### config.mk
export PLATFORM = sky130hd
export DESIGN_NAME = mcm_collect
export DESIGN_NICKNAME = d
export VERILOG_FILES = /design/src/rtl/mcm_pkg.sv /design/src/rtl/mcm_gap_timer.sv /design/src/rtl/mcm_collect.sv
export SDC_FILE = /design/constraint.sdc
export NUM_CORES = 1
export LEC_CHECK = 0
export BUFFER_PORTS_ARGS = -buffer_cell sky130_fd_sc_hd__buf_2
export CAP_MARGIN = 30
export CORE_UTILIZATION = 54
export DETAILED_ROUTE_END_ITERATION = 6
export GPL_TIMING_DRIVEN = 0
export PLACE_DENSITY = 0.74
export SYNTH_ARGS = -nofsm -noshare
export SYNTH_HDL_FRONTEND = slang
export SYNTH_SLANG_ARGS = --single-unit
### constraint.sdc
create_clock -name clk -period 7.2 [get_ports clk]
set_clock_uncertainty 0.2 [all_clocks]
set_input_delay 0.72 -clock clk [delete_from_list [all_inputs] [get_ports clk]]
set_output_delay 0.72 -clock clk [all_outputs]
set_load 0.01 [all_outputs]
### src/rtl/mcm_pkg.sv
// Shared MCM RAM path definitions used by the collector and the packer.
package mcm_pkg;

    localparam int MCM_ADDR_W = 8;
    localparam int MCM_DATA_W = 8;

    localparam logic [MCM_DATA_W-1:0] MCM_SYNC = 8'hA5;
    localparam int MCM_FRAME_MAX = 200;
    localparam int MCM_TIMEOUT   = 1024;

    typedef enum logic [2:0] {
        ST_IDLE = 3'd0,
        ST_LEN  = 3'd1,
        ST_DATA = 3'd2,
        ST_CSUM = 3'd3,
        ST_DROP = 3'd4
    } mcm_state_e;

    // A payload length is usable when it is non-zero and fits the RAM frame budget.
    function automatic logic mcm_len_ok(input logic [MCM_DATA_W-1:0] len, input int frame_max);
        return (len != '0) && (int'(len) <= frame_max);
    endfunction

endpackage

### src/rtl/mcm_gap_timer.sv
// Inter-byte gap counter: expires after TIMEOUT enabled cycles with no clear.
module mcm_gap_timer #(
    parameter int TIMEOUT = 1024
) (
    input  logic clk,
    input  logic reset,
    input  logic clear,
    input  logic enable,
    output logic expired
);

    localparam int CW = $clog2(TIMEOUT + 1);
    localparam logic [CW-1:0] LAST = CW'(TIMEOUT - 1);

    logic [CW-1:0] count_q, count_d;

    // Count idle cycles, saturating at the expiry value until the owner stops enabling.
    always_comb begin
        count_d = count_q;
        if (clear) begin
            count_d = '0;
        end else if (enable && (count_q != LAST)) begin
            count_d = count_q + CW'(1);
        end
    end

    assign expired = enable && !clear && (count_q == LAST);

    // Counter register with asynchronous active-low reset.
    always_ff @(posedge clk or negedge reset) begin
        if (!reset) begin
            count_q <= '0;
        end else begin
            count_q <= count_d;
        end
    end

endmodule

### src/rtl/mcm_collect.sv
// MCM frame collector: checks framed bytes, writes payload into MCM RAM, hands off to packer.
module mcm_collect
    import mcm_pkg::*;
#(
    parameter logic [MCM_DATA_W-1:0] SYNC      = MCM_SYNC,
    parameter int                    FRAME_MAX = MCM_FRAME_MAX,
    parameter int                    TIMEOUT   = MCM_TIMEOUT
) (
    input  logic                  clk,
    input  logic                  reset,
    input  logic [MCM_DATA_W-1:0] iByte,
    input  logic                  iByteValid,
    input  logic                  iPackBusy,
    output logic [MCM_ADDR_W-1:0] oWrAddr,
    output logic [MCM_DATA_W-1:0] oWrData,
    output logic                  oWrEn,
    output logic [7:0]            oLen,
    output logic                  oDone,
    output logic                  oErr,
    output logic                  oOverrun
);

    mcm_state_e            state_q, state_d;
    logic [7:0]            idx_q, idx_d;
    logic [7:0]            sum_q, sum_d;
    logic [7:0]            len_q, len_d;
    logic                  drop_len_seen_q, drop_len_seen_d;
    logic                  lock_q, lock_d;
    logic                  busy_prev_q;
    logic [MCM_ADDR_W-1:0] wr_addr_q, wr_addr_d;
    logic [MCM_DATA_W-1:0] wr_data_q, wr_data_d;
    logic                  wr_en_q, wr_en_d;
    logic [7:0]            len_out_q, len_out_d;
    logic                  done_q, done_d;
    logic                  err_q, err_d;
    logic                  overrun_q, overrun_d;

    logic busy_fall;
    logic lock_now;
    logic gap_expired;

    // The gap only matters while a frame (or a dropped frame) is in flight.
    mcm_gap_timer #(
        .TIMEOUT (TIMEOUT)
    ) u_gap_timer (
        .clk     (clk),
        .reset   (reset),
        .clear   (iByteValid || (state_q == ST_IDLE)),
        .enable  (state_q != ST_IDLE),
        .expired (gap_expired)
    );

    // A falling edge of packer busy releases the RAM in the same cycle a SYNC may arrive.
    assign busy_fall = busy_prev_q && !iPackBusy;
    assign lock_now  = lock_q && !busy_fall;

    // Frame parser: next state, RAM write, checksum and handoff pulses.
    always_comb begin
        state_d         = state_q;
        idx_d           = idx_q;
        sum_d           = sum_q;
        len_d           = len_q;
        drop_len_seen_d = drop_len_seen_q;
        lock_d          = lock_now;
        wr_addr_d       = wr_addr_q;
        wr_data_d       = wr_data_q;
        wr_en_d         = 1'b0;
        len_out_d       = len_out_q;
        done_d          = 1'b0;
        err_d           = 1'b0;
        overrun_d       = 1'b0;

        case (state_q)
            ST_IDLE: begin
                if (iByteValid && (iByte == SYNC)) begin
                    if (lock_now) begin
                        overrun_d       = 1'b1;
                        drop_len_seen_d = 1'b0;
                        state_d         = ST_DROP;
                    end else begin
                        state_d = ST_LEN;
                    end
                end
            end
            ST_LEN: begin
                if (iByteValid) begin
                    if (!mcm_len_ok(iByte, FRAME_MAX)) begin
                        err_d   = 1'b1;
                        state_d = ST_IDLE;
                    end else begin
                        len_d   = iByte;
                        idx_d   = '0;
                        sum_d   = '0;
                        state_d = ST_DATA;
                    end
                end
            end
            ST_DATA: begin
                if (iByteValid) begin
                    wr_en_d   = 1'b1;
                    wr_addr_d = idx_q;
                    wr_data_d = iByte;
                    sum_d     = sum_q + iByte;
                    idx_d     = idx_q + 8'd1;
                    if (idx_q == (len_q - 8'd1)) begin
                        state_d = ST_CSUM;
                    end
                end
            end
            ST_CSUM: begin
                if (iByteValid) begin
                    if (iByte == sum_q) begin
                        len_out_d = len_q;
                        lock_d    = 1'b1;
                        done_d    = 1'b1;
                    end else begin
                        err_d = 1'b1;
                    end
                    state_d = ST_IDLE;
                end
            end
            ST_DROP: begin
                if (iByteValid) begin
                    if (!drop_len_seen_q) begin
                        if (!mcm_len_ok(iByte, FRAME_MAX)) begin
                            state_d = ST_IDLE;
                        end else begin
                            len_d           = iByte;
                            idx_d           = '0;
                            drop_len_seen_d = 1'b1;
                        end
                    end else if (idx_q == len_q) begin
                        state_d = ST_IDLE;
                    end else begin
                        idx_d = idx_q + 8'd1;
                    end
                end
            end
            default: begin
                state_d = ST_IDLE;
            end
        endcase

        if (gap_expired) begin
            state_d = ST_IDLE;
            if (state_q != ST_DROP) begin
                err_d = 1'b1;
            end
        end
    end

    // State and output registers; reset abandons any partial frame without announcing it.
    always_ff @(posedge clk or negedge reset) begin
        if (!reset) begin
            state_q         <= ST_IDLE;
            idx_q           <= '0;
            sum_q           <= '0;
            len_q           <= '0;
            drop_len_seen_q <= 1'b0;
            lock_q          <= 1'b0;
            busy_prev_q     <= 1'b0;
            wr_addr_q       <= '0;
            wr_data_q       <= '0;
            wr_en_q         <= 1'b0;
            len_out_q       <= '0;
            done_q          <= 1'b0;
            err_q           <= 1'b0;
            overrun_q       <= 1'b0;
        end else begin
            state_q         <= state_d;
            idx_q           <= idx_d;
            sum_q           <= sum_d;
            len_q           <= len_d;
            drop_len_seen_q <= drop_len_seen_d;
            lock_q          <= lock_d;
            busy_prev_q     <= iPackBusy;
            wr_addr_q       <= wr_addr_d;
            wr_data_q       <= wr_data_d;
            wr_en_q         <= wr_en_d;
            len_out_q       <= len_out_d;
            done_q          <= done_d;
            err_q           <= err_d;
            overrun_q       <= overrun_d;
        end
    end

    assign oWrAddr  = wr_addr_q;
    assign oWrData  = wr_data_q;
    assign oWrEn    = wr_en_q;
    assign oLen     = len_out_q;
    assign oDone    = done_q;
    assign oErr     = err_q;
    assign oOverrun = overrun_q;

endmodule
==> results list, run 1 <==
- The flow ran to the end, but the final reports show violations.
- Violated checks: design-rule violations
* H-tree Lvls: 3
- Arrival @ worst endpoint: approximately 2.8 ns
- Synth warn: 0
* Power density over the cells: 352 mW/mm^2
- Static Leak: between 1.5 and 2 nW
- Number of enable flip-flop cells after synthesis: 0
- Clock-pin slew was measured on the worst setup and hold paths at 0.07 ns.
- The share of synthesized area in the top cell type comes to 0.474.
- Final critical-path required period: roughly 2.7 ns
- sky130_fd_sc_hd__dfrtp_1 is the most common cell in the netlist.
- Slew at the pin with the worst max-slew slack: approximately 0.92 ns
* Class of the worst hold path: input port to asynchronous set/reset pin
- Remaining antenna violation count: 0
- Post-detail-place hpwl: 5430 um
- Of the total power, the share spent switching nets is 0.357.
* Buffer count from post-CTS setup fixing: 0
- Buffers added on ports: 39
* Final sum of negative setup slack: 0 ns
- Power after layout: roughly 1.5 mW
- Die area: 0.00708 mm^2
* Layout-stage area growth over the synthesis result: 14.0%
- The final route contains approximately 2,800 vias.
* Total global routing overflow: 0
- Of the synthesized area, sequential elements account for 0.474.
- Netlist area before placement: ~0.0036 mm^2
- The number of antenna violations at the first check in global routing was 0.
- Max-Cap Viols: 0
* Maximum number of pins on one net before global-route repair: 70
* Number of clock buffers inserted by TritonCTS: 9
- CTS placed an instance of sky130_fd_sc_hd__clkbuf_8 at the clock tree root.
* Diodes inserted: 0
- The most used flip-flop cell after synthesis is sky130_fd_sc_hd__dfrtp_1.
* Largest voltage drop on the vdd net: 0.251 mV
- The synthesized design spends more area on one cell type than any other, namely sky130_fd_sc_hd__dfrtp_1.
* Count of distinct cell types in the synthesized netlist: 56
- The later pin in the worst-skew pair is clocked with a latency of approximately 0.36 ns.
- First-pass GRT wire length: 12,600 um
* Core Region: roughly 0.0064 mm^2
- For this run, asynchronously set or reset flops after synthesis account for 1.00.
- Dividing the synthesized area by the synthesized cell count gives about 11 um^2.
* Total Routed Length: around 7600 um
* Proportion of power drawn by the clock network: 0.223
- Top post-synthesis cells by count: sky130_fd_sc_hd__dfrtp_1 (69), sky130_fd_sc_hd__nor2_1 (29), sky130_fd_sc_hd__mux2_2 (27), sky130_fd_sc_hd__nand2_1 (23), sky130_fd_sc_hd__xnor2_1 (20)
* CTS Hold Bufs: 0
- The number of cells on the worst reg-to-reg path is 7.
- Internal power: about 940 uW
* Via count of the first global-routing pass: roughly 2,600
* Overall global routing resource usage: 0.234
* Starting Density: 0.567
- In the final layout, the share of cells above drive strength 1 is 0.261.
- At the worst endpoint, the required time is 7.27 ns.
- The worst setup path is launched from a flip-flop.
- Once layout is complete, the utilization of the core stands at 0.647.
* Routed wirelength normalized by instance count: 15.9 um
- DIE WIDTH: 84.1 um
- Number of gates given a new drive strength after cts: 0
- After the first detailed-routing iteration, the DRC count stood at between 150 and 200.
- Synthesis inferred 69 register bits.
* Fin crit share: 0.372
- Clock tree from TritonCTS: done
- Sw power: roughly 520 uW
- In this run the vertical extent of the chip is 84.1 um.
- Setup violations remaining at the end of the flow were counted as 0.
* Combinational share of power: 0.387
- Final Max Tran Viols: 0
* Vias per Instance: roughly 5.9
* Final-report hold violation count: 0
* CTS sink cnt: a little under 70
- Crit. End Element: flip-flop
- Row generation in the floorplan step produced 29 rows.
- Clk buf depth: 2
- The number of nets handed over by synthesis was 365.
* Reg2Reg Setup Slack: about 4.5 ns
- Based on the critical path, the design can be clocked at up to around 370 MHz.
* # DRC: 4
* Leading cell types by total area after synthesis: sky130_fd_sc_hd__dfrtp_1 (47%), sky130_fd_sc_hd__mux2_2 (8.3%), sky130_fd_sc_hd__xnor2_1 (4.8%), sky130_fd_sc_hd__ha_1 (3.4%), sky130_fd_sc_hd__nor2_1 (3.0%)
- Counting every instance in the synthesized netlist gives ~340.
- GPL Wtd Cong: between 0.8 and 0.9
* Layout Nets: 416
* Ports placed on the boundary: 40
- Worst-case setup margin in the final layout: around 4.5 ns
* Setup Slack @ Placement: roughly 4.1 ns
- Along the worst path, the maximum fanout reaches 5.
- Critical setup path kind: flip-flop to flip-flop
- The pre-antenna-repair detailed-routing pass consisted of 7 iterations.
* Worst slew margin relative to its limit: 0.383
- Setup repair after global routing left no endpoint under its margin.
* Sequential Power Share: 0.389
[layout by cell type (no fill, tap or decap), drive strengths merged, types with 3 or more instances in the layout]
master	netlist	layout
a21oi	14	14
mux2	27	27
o2bb2ai	4	4
or2	5	5
clkbuf	5	17
inv	12	12
and2	3	3
nor3b	3	3
and3	4	4
buf	6	45
dfrtp	69	69
nand2b	4	4
a21o	4	4
o21bai	3	3
nor3	9	9
nand3	12	12
nor4	7	7
o21ai	14	14
or4	6	6
nand4	4	4
nor2	30	30
xor2	4	4
a211oi	3	3
nand2	23	23
a22o	8	8
ha	10	10
xnor2	20	20
[layer usage]
layer | global-route usage | share of wire | up-vias
met4 | 0.103 | 0.014 | 0
li1 | - | - | 1352
met1 | 0.337 | 0.49 | 1368
met5 | 0 | 0 | -
met3 | 0.0472 | 0.051 | 10
met2 | 0.347 | 0.44 | 70
[flip-flops by register name, indices dropped and copies added (netlist names)]
signal               count
sum_q                    8
idx_q                    8
oWrAddr                  8
lock_q                   1
drop_len_seen_q          1
u_gap_timer.count_q     11
oLen                     8
oErr                     1
busy_prev_q              1
oDone                    1
len_q                    8
oOverrun                 1
oWrEn                    1
oWrData                  8
state_q                  3
[through the flow]
stage               area [um^2]  instances  hold WS (ns)
floorplan                  3640        342         0.224
global placement           3940        458         0.263
detailed placement         3940        458         0.270
CTS                        4150        474         0.286
global route               4160        475         0.303
finish                     4160        475         0.241
[final timing paths]
check / start / end
max: len_q[0] / state_q[1]
min: reset / oWrAddr[5]
max reg2reg: len_q[0] / state_q[1]
min reg2reg: oLen[1] / oLen[1]
max in group asynchronous: reset / oWrAddr[3]
min in group clk: oLen[1] / oLen[1]
[power groups by stage]
stage	clock network, mW	registers, mW	logic, mW
detailed placement	0	0.576	0.566
finish	0.327	0.570	0.567
floorplan	0	0.575	0.413
CTS	0.336	0.570	0.568
global placement	0	0.571	0.553
global route	0.349	0.581	0.626
[logic make-up after synthesis]
| kind of cell | count (synthesis) | synth area share |
|---|---|---|
| AOI/OAI and AO/OA | 69 | 0.136 |
| and+or+nand+nor | 117 | 0.172 |
| xor gates and xnor gates | 24 | 0.0577 |
| adders and majority gates | 11 | 0.0398 |
| muxes | 29 | 0.0889 |
| DFF | 69 | 0.474 |
| buffers and inverters | 23 | 0.0309 |
[critical path: stages, from the launching register on]
cell	delay, ns
sky130_fd_sc_hd__dfrtp_1	0.44
sky130_fd_sc_hd__inv_1	0.12
sky130_fd_sc_hd__ha_1	0.32
sky130_fd_sc_hd__xnor2_1	0.12
sky130_fd_sc_hd__or4_1	0.51
sky130_fd_sc_hd__or4_4	0.55
sky130_fd_sc_hd__a21oi_4	0.15
sky130_fd_sc_hd__mux2i_1	0.19
[area by class of cell]
type | count | area (um^2)
clock inverter | 5 | 58.8
sequential | 69 | 1730
multi-input combinational | 250 | 1800
tap | 77 | 96.3
fill | 523 | 2270
timing repair buffer | 40 | 205
clock buffer | 11 | 151
buffer | 11 | 67.6
inverter | 12 | 45.0
Power figures use the tool's default switching activity.
==> inputs of run 2 (changes only) <==
Clock period 7.2 ns to 2.5 ns, I/O delays scaled along.
==> results list, run 2 (synthesized netlist as in run 1, its figures left out) <==
- The congestion estimate from routability-driven global placement came to 0.844.
- Final-layout fill cell count: between 500 and 600
- Chip Height: about 84 um
- Crit. End Element: flip-flop
- Across every metal layer, demand over resource in global routing totals 0.237.
- The first global-routing pass estimated about 13,000 um of wire.
- Power density over the cells: between 1000 and 1500 mW/mm^2
- Routed wirelength normalized by instance count: around 16 um
- The number of endpoints with negative hold slack in the final report was 0.
- Dividing the final minimum period by the clock period gives 0.983.
- Setup Slack @ Placement: -0.157 ns
* Total Routed Length: between 7000 and 8000 um
* TritonRoute pass-1 iters: 6
* Register with the most flip-flops: u_gap_timer.count_q
* Post-route non-filler standard cell count: 484
* Max-Cap Viols: 0
* H-tree Lvls: 3
* Run status: finished, violations left
- The count of buffers added on input and output ports is 39.
- Static Leak: 1.95 nW
- Maximum fanout along the worst path: 6
- 40 I/O pins were placed.
* Violated checks: design-rule violations
* Clk Tree Root Cell: sky130_fd_sc_hd__clkbuf_8
- The count of nets left with antenna violations once routing finished came out at 0.
* Critical hold path startpoint: iByte[0]
- At the end of the flow the core is filled with cells to 0.667.
- Final Cell Area: between 0.004 and 0.005 mm^2
- Worst Reg2Reg Path Length in Cells: 7
- At the pin with the least slew margin, the transition time is between 0.8 and 0.9 ns.
- Worst slew margin relative to its limit: 0.429
- For this run, design rule violations remaining after detail routing come to 4.
* Peak Freq: 407 MHz
- STA puts the critical path data arrival time at roughly 2.5 ns.
* Via count: 2,851
- The min-delay analysis places its worst path in the category input port to flip-flop.
- The count of final max-slew check failures was 0.
* Via count of the first global-routing pass: about 2,600
- The worst path meets setup with approximately 0.043 ns of slack.
- Final critical-path required period: between 2 and 2.5 ns
- The top cell types in the final layout, fill and taps aside, are sky130_fd_sc_hd__dfrtp_1 (68), sky130_fd_sc_hd__buf_2 (41), sky130_fd_sc_hd__nor2_1 (29), sky130_fd_sc_hd__mux2_2 (27), sky130_fd_sc_hd__nand2_1 (23).
- Starting Density: 0.567
* Final number of setup-violating endpoints: 0
* Cell area after placement: approximately 0.0039 mm^2
- Layout-stage area growth over the synthesis result: 17.6%
* Vias per Instance: ~6
* CTS sink cnt: approximately 70
- The die is about 84 um wide.
- Insertion delay of the later-clocked pin in the worst-skew pair: roughly 0.35 ns
* Capture endpoint of the worst hold path: len_q[0]
- The worst setup path is launched from a flip-flop.
- Clk buf depth: 2
- Across the whole layout, storage elements account for approximately 0.0017 mm^2.
- Buffers inserted during clock tree synthesis total 9.
- Of the cells placed in the final design, the portion with a size suffix greater than 1 is 0.290.
- Total global routing overflow: 0
* Critical R2R Capture: state_q[1]
* Core Region: 0.00642 mm^2
- Placed insts: between 400 and 500
- The final layout contains 425 nets.
* Post-detail-place hpwl: ~5400 um
- The setup check on the worst reg-to-reg path leaves a slack of 0.04 ns.
* Die area: 0.00708 mm^2
- Largest voltage drop on the vdd net: approximately 0.74 mV
- Maximum number of pins on one net before global-route repair: 70
- After clock tree synthesis, the clock-pin slew on the worst setup and hold paths is around 0.070 ns.
* Startpoint of the most critical register-to-register path: len_q[2]
- Diodes inserted: 0
* Number of flip-flops under the largest register name: 11
- Along the worst hold path, the cell count comes to 3.
- Most common cell after layout, fill and taps aside: sky130_fd_sc_hd__dfrtp_1
* CP required: between 2 and 3 ns
* Antenna violations before repair: 0
- Drt first-iter violations: between 200 and 250
- Critical setup path kind: flip-flop to flip-flop
- Summing all multi-input logic gate instances after layout gives around 0.0019 mm^2.
- TritonCTS built the clock tree.
- The floorplan has 29 rows.
run 2: cell count changes in the layout (fill, tap and decap cells not counted), moves of 2 or more:
cell,before,now
sky130_fd_sc_hd__inv_1,12,10
sky130_fd_sc_hd__nor4_4,0,3
sky130_fd_sc_hd__dlygate4sd3_1,0,2
sky130_fd_sc_hd__inv_2,0,2
sky130_fd_sc_hd__buf_4,1,9
sky130_fd_sc_hd__nor4_2,3,0
run 2: area by class of cell:
cell class	count	area share
Clock buffer	11	0.0353
Inverter	12	0.0105
Timing Repair Buffer	49	0.0648
Clock inverter	5	0.0137
Sequential cell	69	0.403
Multi-Input combinational cell	250	0.434
Buffer	11	0.0158
Tap cell	77	0.0225
run 2: timing repair:
action | 4_1_cts | 5_1_grt
setup buffers | 2 | 6
cloned | 0 | 0
pin swaps | 1 | 3
endpoints found under the hold margin | 70 | 0
setup endpoints to repair | 15 | 9
gates resized for setup | 5 | 5
hold buffers | 2 | 0
run 2: critical path, cell delays in order, from the launching register on:
cell and delay (ns):
sky130_fd_sc_hd__dfrtp_2 0.45, sky130_fd_sc_hd__buf_4 0.16, sky130_fd_sc_hd__nor2_1 0.16, sky130_fd_sc_hd__nor4b_1 0.41, sky130_fd_sc_hd__xnor2_1 0.14, sky130_fd_sc_hd__or4_4 0.52, sky130_fd_sc_hd__a21oi_4 0.15, sky130_fd_sc_hd__mux2i_1 0.19
run 2: worst max path at each step:
| stage | from | endpoint | cells past startpoint |
|---|---|---|---|
| after CTS | len_q[2] | state_q[1] | 6 |
| after detailed placement | len_q[0] | state_q[1] | 7 |
| after global placement | iByteValid | oWrAddr[1] | 5 |
| after global routing | len_q[2] | state_q[1] | 7 |
| after floorplan | len_q[0] | state_q[1] | 7 |
| final | len_q[2] | state_q[1] | 7 |
run 2: per-layer routing:
metal  track usage  wire, um  up-vias
li1              -         -     1368
met5             0         0        -
met4         0.103        93        0
met1         0.337      3810     1392
met2         0.356      3510       82
met3        0.0472       425        9
run 2: stage by stage:
stage	hold slack, ns	power, mW	TNS, ns
after detailed placement	0.190	3.29	-0.971
after floorplan	-0.246	2.85	0
final	0.0211	4.36	0
after global routing	0.0359	4.63	-0.0701
after global placement	0.191	3.24	-0.417
after CTS	0.00916	4.29	0
run 2: power breakdown:
group          leakage, nW  internal (mW)  total (mW)  switching (mW)
logic                0.951          0.874        1.79           0.914
clock network        0.102          0.514       0.942           0.427
registers            0.898           1.40        1.63           0.226
